==> config.mk <==
export PLATFORM = sky130hd
export DESIGN_NAME = bus_arbiter4
export DESIGN_NICKNAME = d
export VERILOG_FILES = /design/src/rtl/bus_arbiter4.sv
export SDC_FILE = /design/constraint.sdc
export NUM_CORES = 1
export LEC_CHECK = 0
export ABC_AREA = 1
export ABC_CLOCK_PERIOD_IN_PS = 3600
export BUFFER_PORTS_ARGS = -buffer_cell sky130_fd_sc_hd__buf_2
export CORE_MARGIN = 3
export CORE_UTILIZATION = 55
export CTS_BUF_LIST = sky130_fd_sc_hd__clkbuf_4 sky130_fd_sc_hd__clkbuf_8
export CTS_CLUSTER_DIAMETER = 200
export DETAILED_ROUTE_END_ITERATION = 6
export PLACE_DENSITY = 0.77
export SYNTH_ARGS = -nofsm -noshare
export SYNTH_HDL_FRONTEND = slang
export SYNTH_SLANG_ARGS = --single-unit
==> constraint.sdc <==
create_clock -name clk -period 3.6 [get_ports clk]
set_clock_uncertainty 0.15 [all_clocks]
set_input_delay 0.72 -clock clk [delete_from_list [all_inputs] [get_ports clk]]
set_output_delay 0.72 -clock clk [all_outputs]
set_load 0.005 [all_outputs]
==> src/rtl/bus_arbiter4.sv <==
// rtl/bus_arbiter4.sv - four-master round-robin bus arbiter with burst limit and turnaround
//
// Purpose:
//   Arbitrates four bus masters onto the shared DMAC bus. The registered
//   one-hot grant drives the select of the downstream 5:1 read/address mux:
//   grant == 4'b0000 selects the default path (d0), grant[3..0] select d1..d4.
//   Ownership is bounded by a burst limit while others wait. Every release
//   passes through one all-zero grant cycle before any new owner.
//
// Parameters:
//   MAX_BURST  max consecutive GRANT cycles while another master waits (>=2)
//   CNT_W      burst counter width, 2**CNT_W >= MAX_BURST
//
// Ports:
//   clk      in   1  single clock, rising edge
//   reset_n  in   1  asynchronous active-low reset
//   req      in   4  level request per master, held while the bus is wanted
//   grant    out  4  registered one-hot grant, 0 = no owner
//   busy     out  1  1 while any grant bit is set
//   owner    out  2  index of granted master, meaningful only when busy=1
//   timeout  out  1  one-cycle pulse in the cycle after a forced release

module bus_arbiter4 #(
    parameter int MAX_BURST = 16,
    parameter int CNT_W     = 4
) (
    input  logic       clk,
    input  logic       reset_n,
    input  logic [3:0] req,
    output logic [3:0] grant,
    output logic       busy,
    output logic [1:0] owner,
    output logic       timeout
);

    typedef enum logic {
        ST_IDLE  = 1'b0,
        ST_GRANT = 1'b1
    } state_t;

    localparam logic [CNT_W-1:0] CNT_MAX = CNT_W'(MAX_BURST - 1);

    state_t           state_q,   state_d;
    logic [3:0]       grant_q,   grant_d;
    logic             busy_q,    busy_d;
    logic [1:0]       owner_q,   owner_d;
    logic             timeout_q, timeout_d;
    logic [1:0]       ptr_q,     ptr_d;
    logic [CNT_W-1:0] cnt_q,     cnt_d;

    // Round-robin pick: first set request scanning ptr, ptr+1, ... mod 4.
    logic       pick_valid;
    logic [1:0] pick_idx;

    always_comb begin
        pick_valid = 1'b0;
        pick_idx   = 2'd0;
        for (int k = 3; k >= 0; k--) begin
            // Scanning backwards lets the lowest offset from ptr win last.
            logic [1:0] cand;
            cand = ptr_q + 2'(k);
            if (req[cand]) begin
                pick_valid = 1'b1;
                pick_idx   = cand;
            end
        end
    end

    // Another master is waiting if any request other than the owner's is up.
    logic others_waiting;
    assign others_waiting = |(req & ~grant_q);

    always_comb begin
        state_d   = state_q;
        grant_d   = grant_q;
        owner_d   = owner_q;
        ptr_d     = ptr_q;
        cnt_d     = cnt_q;
        timeout_d = 1'b0;

        unique case (state_q)
            ST_IDLE: begin
                grant_d = 4'b0000;
                if (pick_valid) begin
                    state_d = ST_GRANT;
                    grant_d = 4'b0001 << pick_idx;
                    owner_d = pick_idx;
                    cnt_d   = '0;
                    ptr_d   = pick_idx + 2'd1;
                end
            end
            ST_GRANT: begin
                if (!req[owner_q]) begin
                    // Voluntary release: mandatory idle cycle before next owner.
                    state_d = ST_IDLE;
                    grant_d = 4'b0000;
                end else if (cnt_q == CNT_MAX && others_waiting) begin
                    // Burst limit reached with contention: force release.
                    state_d   = ST_IDLE;
                    grant_d   = 4'b0000;
                    timeout_d = 1'b1;
                end else if (cnt_q != CNT_MAX) begin
                    cnt_d = cnt_q + 1'b1;
                end
            end
            default: begin
                state_d = ST_IDLE;
                grant_d = 4'b0000;
            end
        endcase

        busy_d = |grant_d;
    end

    always_ff @(posedge clk or negedge reset_n) begin
        if (!reset_n) begin
            state_q   <= ST_IDLE;
            grant_q   <= 4'b0000;
            busy_q    <= 1'b0;
            owner_q   <= 2'd0;
            timeout_q <= 1'b0;
            ptr_q     <= 2'd0;
            cnt_q     <= '0;
        end else begin
            state_q   <= state_d;
            grant_q   <= grant_d;
            busy_q    <= busy_d;
            owner_q   <= owner_d;
            timeout_q <= timeout_d;
            ptr_q     <= ptr_d;
            cnt_q     <= cnt_d;
        end
    end

    assign grant   = grant_q;
    assign busy    = busy_q;
    assign owner   = owner_q;
    assign timeout = timeout_q;

endmodule

Word-level counts from Yosys, hierarchy flattened

Cells that the tools add are included.

Register bits: 15
Input bits: 6
Output and inout bits: 8
Word-level logic and storage cells: 66

Add/sub/neg operators: 5
Magnitude comparators: 5
Eq/ne operators: 6
Shifts and indexed selects: 1
Multiplexer cells: 34
Bitwise logic cells: 3
Reduce and logical (&&, ||, !) cells: 5

Operators by type and width:

| kind                | count |
|---|---|
| $mux 4              | 7 |
| $pmux 4 s2          | 2 |
| $lt 2x3->1 const B  | 5 |
| $mux 1              | 15 |
| $bmux 1 s2          | 5 |
| $mux 2              | 4 |
| $reduce_or 4->1     | 2 |
| $add 2x1->2 const B | 2 |
| $add 2x2->2 const B | 2 |
| $add 4x1->4 const B | 1 |
| $and 4x4->4         | 1 |
| $eq 4x4->1 const B  | 1 |
| $ne 2x1->1 const B  | 2 |
| $ne 2x2->1 const B  | 2 |
| $ne 4x4->1 const B  | 1 |
| $not 4->4           | 1 |
| $reduce_and 4->1    | 1 |
| $shl 1x2->4 const A | 1 |
| $pmux 1 s2          | 1 |
| $reduce_and 2->1    | 1 |
| $logic_and 1x1->1   | 1 |
| $not 1->1           | 1 |

Logic depth before layout (Yosys ltp)

Depth in word-level cells: 11
Depth in mapped cells: 17
Depth with buffers taken out: 16

Worst setup path after synthesis

No wires, ideal clock.

Kind: input -> register
Start: in req[1]
End: reg busy_q, in the netlist busy
Setup time: 0.119 ns
Arrival: 1.834 ns
Data required time: 3.331 ns
Slack: 1.497 ns
Stages: 14
Buffers on the path: 0
Path through: inv_1 > o21ai_0 > nand2_1 > nand2_1 > inv_1 > nand2_1 > nand2_1 > nand2_1 > inv_1 > ha_1 > nand3_1 > nand2_1 > nor2_1 > nand2_1

Word-level cells in the longest chain between the ends: 10
Elaborated cells between the ends (all ways): 27
Those cells by class: 1 x shift; 22 x mux; 1 x bitwise; 3 x reduce/logical

RTL lines:

| item                         | line | source |
|---|---|---|
| start: declaration           | 29   | `input logic [3:0] req,` |
| $bmux 1 s2                   | 62   | `if (req[cand]) begin` |
| $mux 1 (implied by the code) | 62   |  |
| $mux 2 (3 in series)         | 62   |  |
| $mux 2 *                     | 62   |  |
| named net pick_idx[0]        | 53   | `logic [1:0] pick_idx;` |
| $shl 1x2->4 *                | 86   | `grant_d = 4'b0001 << pick_idx;` |
| $mux 4 *                     | 84   | `if (pick_valid) begin` |
| $pmux 4 s2 *                 | 81   | `unique case (state_q)` |
| named net grant_d[1]         | 44   | `logic [3:0] grant_q, grant_d;` |
| $reduce_or 4->1 *            | 112  | `busy_d = \|grant_d;` |
| named net busy_d             | 45   | `logic busy_q, busy_d;` |
| end signal: assignment       | 127  | `busy_q <= busy_d;` |
| end: declaration             | 45   |  |

Mark *: on every way through the listed nets, which the timed path passes. The rest lies on a longest branch. The select of a mux whose other input is x is not followed.
A chain may end at the register's enable or synchronous reset.

Final worst setup path

Start: reg ptr_q[0]
End: reg busy_q, in the netlist busy

Word-level cells in the longest chain between the ends: 11
Elaborated cells between the ends (all ways): 23
Those cells by class: 3 x add/sub; 1 x shift; 18 x mux; 1 x reduce/logical

RTL lines:

| item                         | line | source |
|---|---|---|
| start: declaration           | 48   | `logic [1:0] ptr_q, ptr_d;` |
| start signal: assignment     | 130  | `ptr_q <= ptr_d;` |
| $add 2x2->2                  | 61   | `cand = ptr_q + 2'(k);` |
| $bmux 1 s2                   | 62   |  |
| $mux 1 (implied by the code) | 62   |  |
| $mux 2 (3 in series)         | 62   |  |
| $mux 2 *                     | 62   |  |
| named net pick_idx[1]        | 53   |  |
| $shl 1x2->4 *                | 86   |  |
| $mux 4 *                     | 84   |  |
| $pmux 4 s2 *                 | 81   |  |
| named net grant_d[0]         | 44   |  |
| $reduce_or 4->1 *            | 112  |  |
| named net busy_d             | 45   |  |

Marked as above.

==> reports/metrics.yaml <==
run_status:
  outcome: "finished, final reports clean"
clock_tree:
  cts-root-buf: "clkbuf_4"
  clk_pin_slew_worst_paths_ps: 90
  cts_max_path_buffers: 2
  cts_sinks: 15
  ctsHtreeMaxLevel: 1
  holdBufCountCts: 0
  cts_tree: "done"
  post_cts_buffers: 0
  cts_made_buffers: 3
  postCtsResizedCells: 0
  worstSkewPairLatency_ps: 300
timing:
  rsz0062_at_grt: "no"
  max_slew_margin: 0.5700
  report.final.slew_viol_count: 0
  worst_pin_slew_ps: 638.2
  max_freq_mhz: 437.6
  fin_ws_ps: 1315
  post-route-min-period_ps: 2285
  hold_violations: 0
  fin_crit_sh: 0.6347
  tns_ps: 0
  setup_viol: 0
critical_path:
  end_kind: "register"
  critPathMaxStageDelay_ps: 520
  worstSetupPathType: "register to register"
  path_max_fanout: 10
  ff2ff_setup_slack_ps: 1310
  cp.arrival_ps: 2330
  reg2reg_from: "ptr_q[0]"
  worstSetupStartpointType: "register"
  required_ps: 3650
  cp_slowest_cell: "dfrtp_1"
  cp_cell_sequence: "inv_8 -> nand2_1 -> nand2_1 -> nand2_2 -> nand2_2 -> nor2_4 -> inv_1 -> nor2_1 -> o21ai_1 -> inv_1 -> ha_1 -> nand3_1 -> nand2_1 -> nor2_1 -> nand2_1"
  crit_top_cell: "nand2_1"
  r2r-end: "busy"
  r2r_cells: 15
pwr:
  p_leak_nw: 0.6454
  pwr-share-clk: 0.094
  internal_power_w: 0.0004971
  vdd_ir_drop_max_mv: 0.7045
  power_density_nw_per_um2: 935.2
  swShare: 0.5200
  combPwrFrac: 0.616
  power_w: 0.001036
  p_sw_w: 0.0005385
  seqPwrFrac: 0.290
cells_and_area:
  layout_commonest_cell: "nand2_1"
  fillers: 139
  layout.nets: 170
  layout-drive-gt1-share: 0.1772
  layout_common_cells: "nand2_1, inv_1, dfrtp_1"
  syn_to_final_growth_pct: 11.18
  finish.instance_area_um2: 1107
  insertedDiodeCount: 0
floorplan:
  die_w_um: 48.56
  rows: 14
  dieArea_um2: 2358
  start_util: 0.6180
  fp.dieH_um: 48.56
  num_io_pins: 14
  coreArea_um2: 1612
placed_design:
  portBuffers: 13
  dp_slack_ps: 1137
  dp_hpwl_mm: 1.641
  gp_congestion: 0.9326
  placed_area_um2: 1080
worst_hold_path:
  hold_class: "input pin to asynchronous set/reset pin"
yosys:
  synth_seq_cells: 15
  syn-cell-area_um2: 996.0
  synth.avg_cell_area_um2: 7.014
  ys_seq_area_frac: 0.3769
  yosysWarnings: 0
  synth_cells: 142
  synthesis.nets: 153
  synth.distinct_cells: 20
drt:
  final_antenna_net_count: 0
  drtPass1Iterations: 4
  routed_via_density: 5.148
  drt-initial-drc-count: 28
  routedWlPerCell_um: 11.79
  wl_mm: 2.146
  vias: 937
  drc: 0
job:
  drv_cap: 0
global_routing:
  grt_pass1_vias: 888
  grt_pass1_wl_mm: 3.850
  grt_max_degree: 16
  grtUsageTotal: 0.2082
  grt-ovfl-total: 0
  grt_antenna_before_repair: 0
## kinds of logic after synthesis
family / after synthesis / synth area share
buf+inv: 20 / 0.09045
xor+xnor: 1 / 0.008796
flops: 15 / 0.3769
compound gates: 15 / 0.07789
simple gates: 85 / 0.3731
mux: 1 / 0.01005
fa+ha+maj: 5 / 0.06281
## registers in the layout, summed over array words and instances, names as in the netlist
signal / flops
busy: 1
ptr_q: 2
grant: 4
state_q: 1
owner: 2
timeout: 1
cnt_q: 4
## cells in the mapped netlist
cell type / n / area [µm²]
o211ai_1: 1 / 7.510
nor3b_1: 1 / 7.510
o21ai_0: 9 / 45.04
nor2_1: 10 / 37.54
dfrtp_1: 15 / 375.4
inv_8: 1 / 11.26
o21ai_1: 4 / 20.02
nand2_1: 54 / 202.7
nand2_2: 3 / 18.77
nand3_1: 13 / 65.06
nor2_4: 1 / 11.26
nand2_4: 2 / 22.52
inv_2: 3 / 11.26
buf_6: 1 / 11.26
inv_1: 15 / 56.30
xor2_1: 1 / 8.760
ha_1: 5 / 62.56
nor2_2: 1 / 6.260
a21oi_1: 1 / 5.000
mux2i_1: 1 / 10.01
## worst max path at each step
stage / to / start
3_5_place_dp: busy / req[0]
2_1_floorplan: busy / req[1]
4_1_cts: busy / ptr_q[0]
6_report: busy / ptr_q[0]
5_1_grt: busy / ptr_q[0]
3_3_place_gp: busy / req[3]
## stage by stage
| step | std cells | hold WS, ps | util |
|---|---|---|---|
| final | 182 | 158.6 | 0.6871 |
| after global routing | 182 | 163.4 | 0.6871 |
| after floorplan | 142 | 274.4 | - |
| after CTS | 182 | 161.2 | 0.6871 |
| after detailed placement | 178 | 368.6 | 0.6700 |
| after global placement | 178 | 351.7 | 0.6700 |
## cell type report
class	instances	area [µm²]	area share
timing repair buffer	13	65.06	0.05876
clock buffer	3	22.52	0.02034
multi-input combinational	107	530.5	0.4791
sequential	15	375.4	0.3390
tap	24	30.03	0.02712
inverter	19	78.83	0.07119
clock inverter	1	5.005	0.004520
## critical path: cells and delay by family, from the launching register on
| kind | cells | cell delay (ps) |
|---|---|---|
| AOI/OAI and AO/OA | 1 | 280 |
| buffers and inverters | 3 | 290 |
| adders and majority gates | 1 | 200 |
| DFF | 1 | 520 |
| and+or+nand+nor | 10 | 720 |
## metal layers
metal | GRT usage | vias up | share of wire
met1 | 0.2766 | 423 | 0.45
met5 | 0 | - | 0
met2 | 0.3165 | 29 | 0.47
met4 | 0.07583 | 0 | 0.021
met3 | 0.06748 | 10 | 0.057
li1 | - | 475 | -
## power by group through the flow
stage	sequential (W)	clock [W]	combinational, W
after global routing	0.000309	0.000109	0.000753
final	0.000300	0.0000973	0.000638
after global placement	0.000303	0	0.000614
after detailed placement	0.000303	0	0.000632
after CTS	0.000299	0.000101	0.000640
after floorplan	0.000279	0	0.000514
Note: power is estimated with default switching activity, not from simulation.
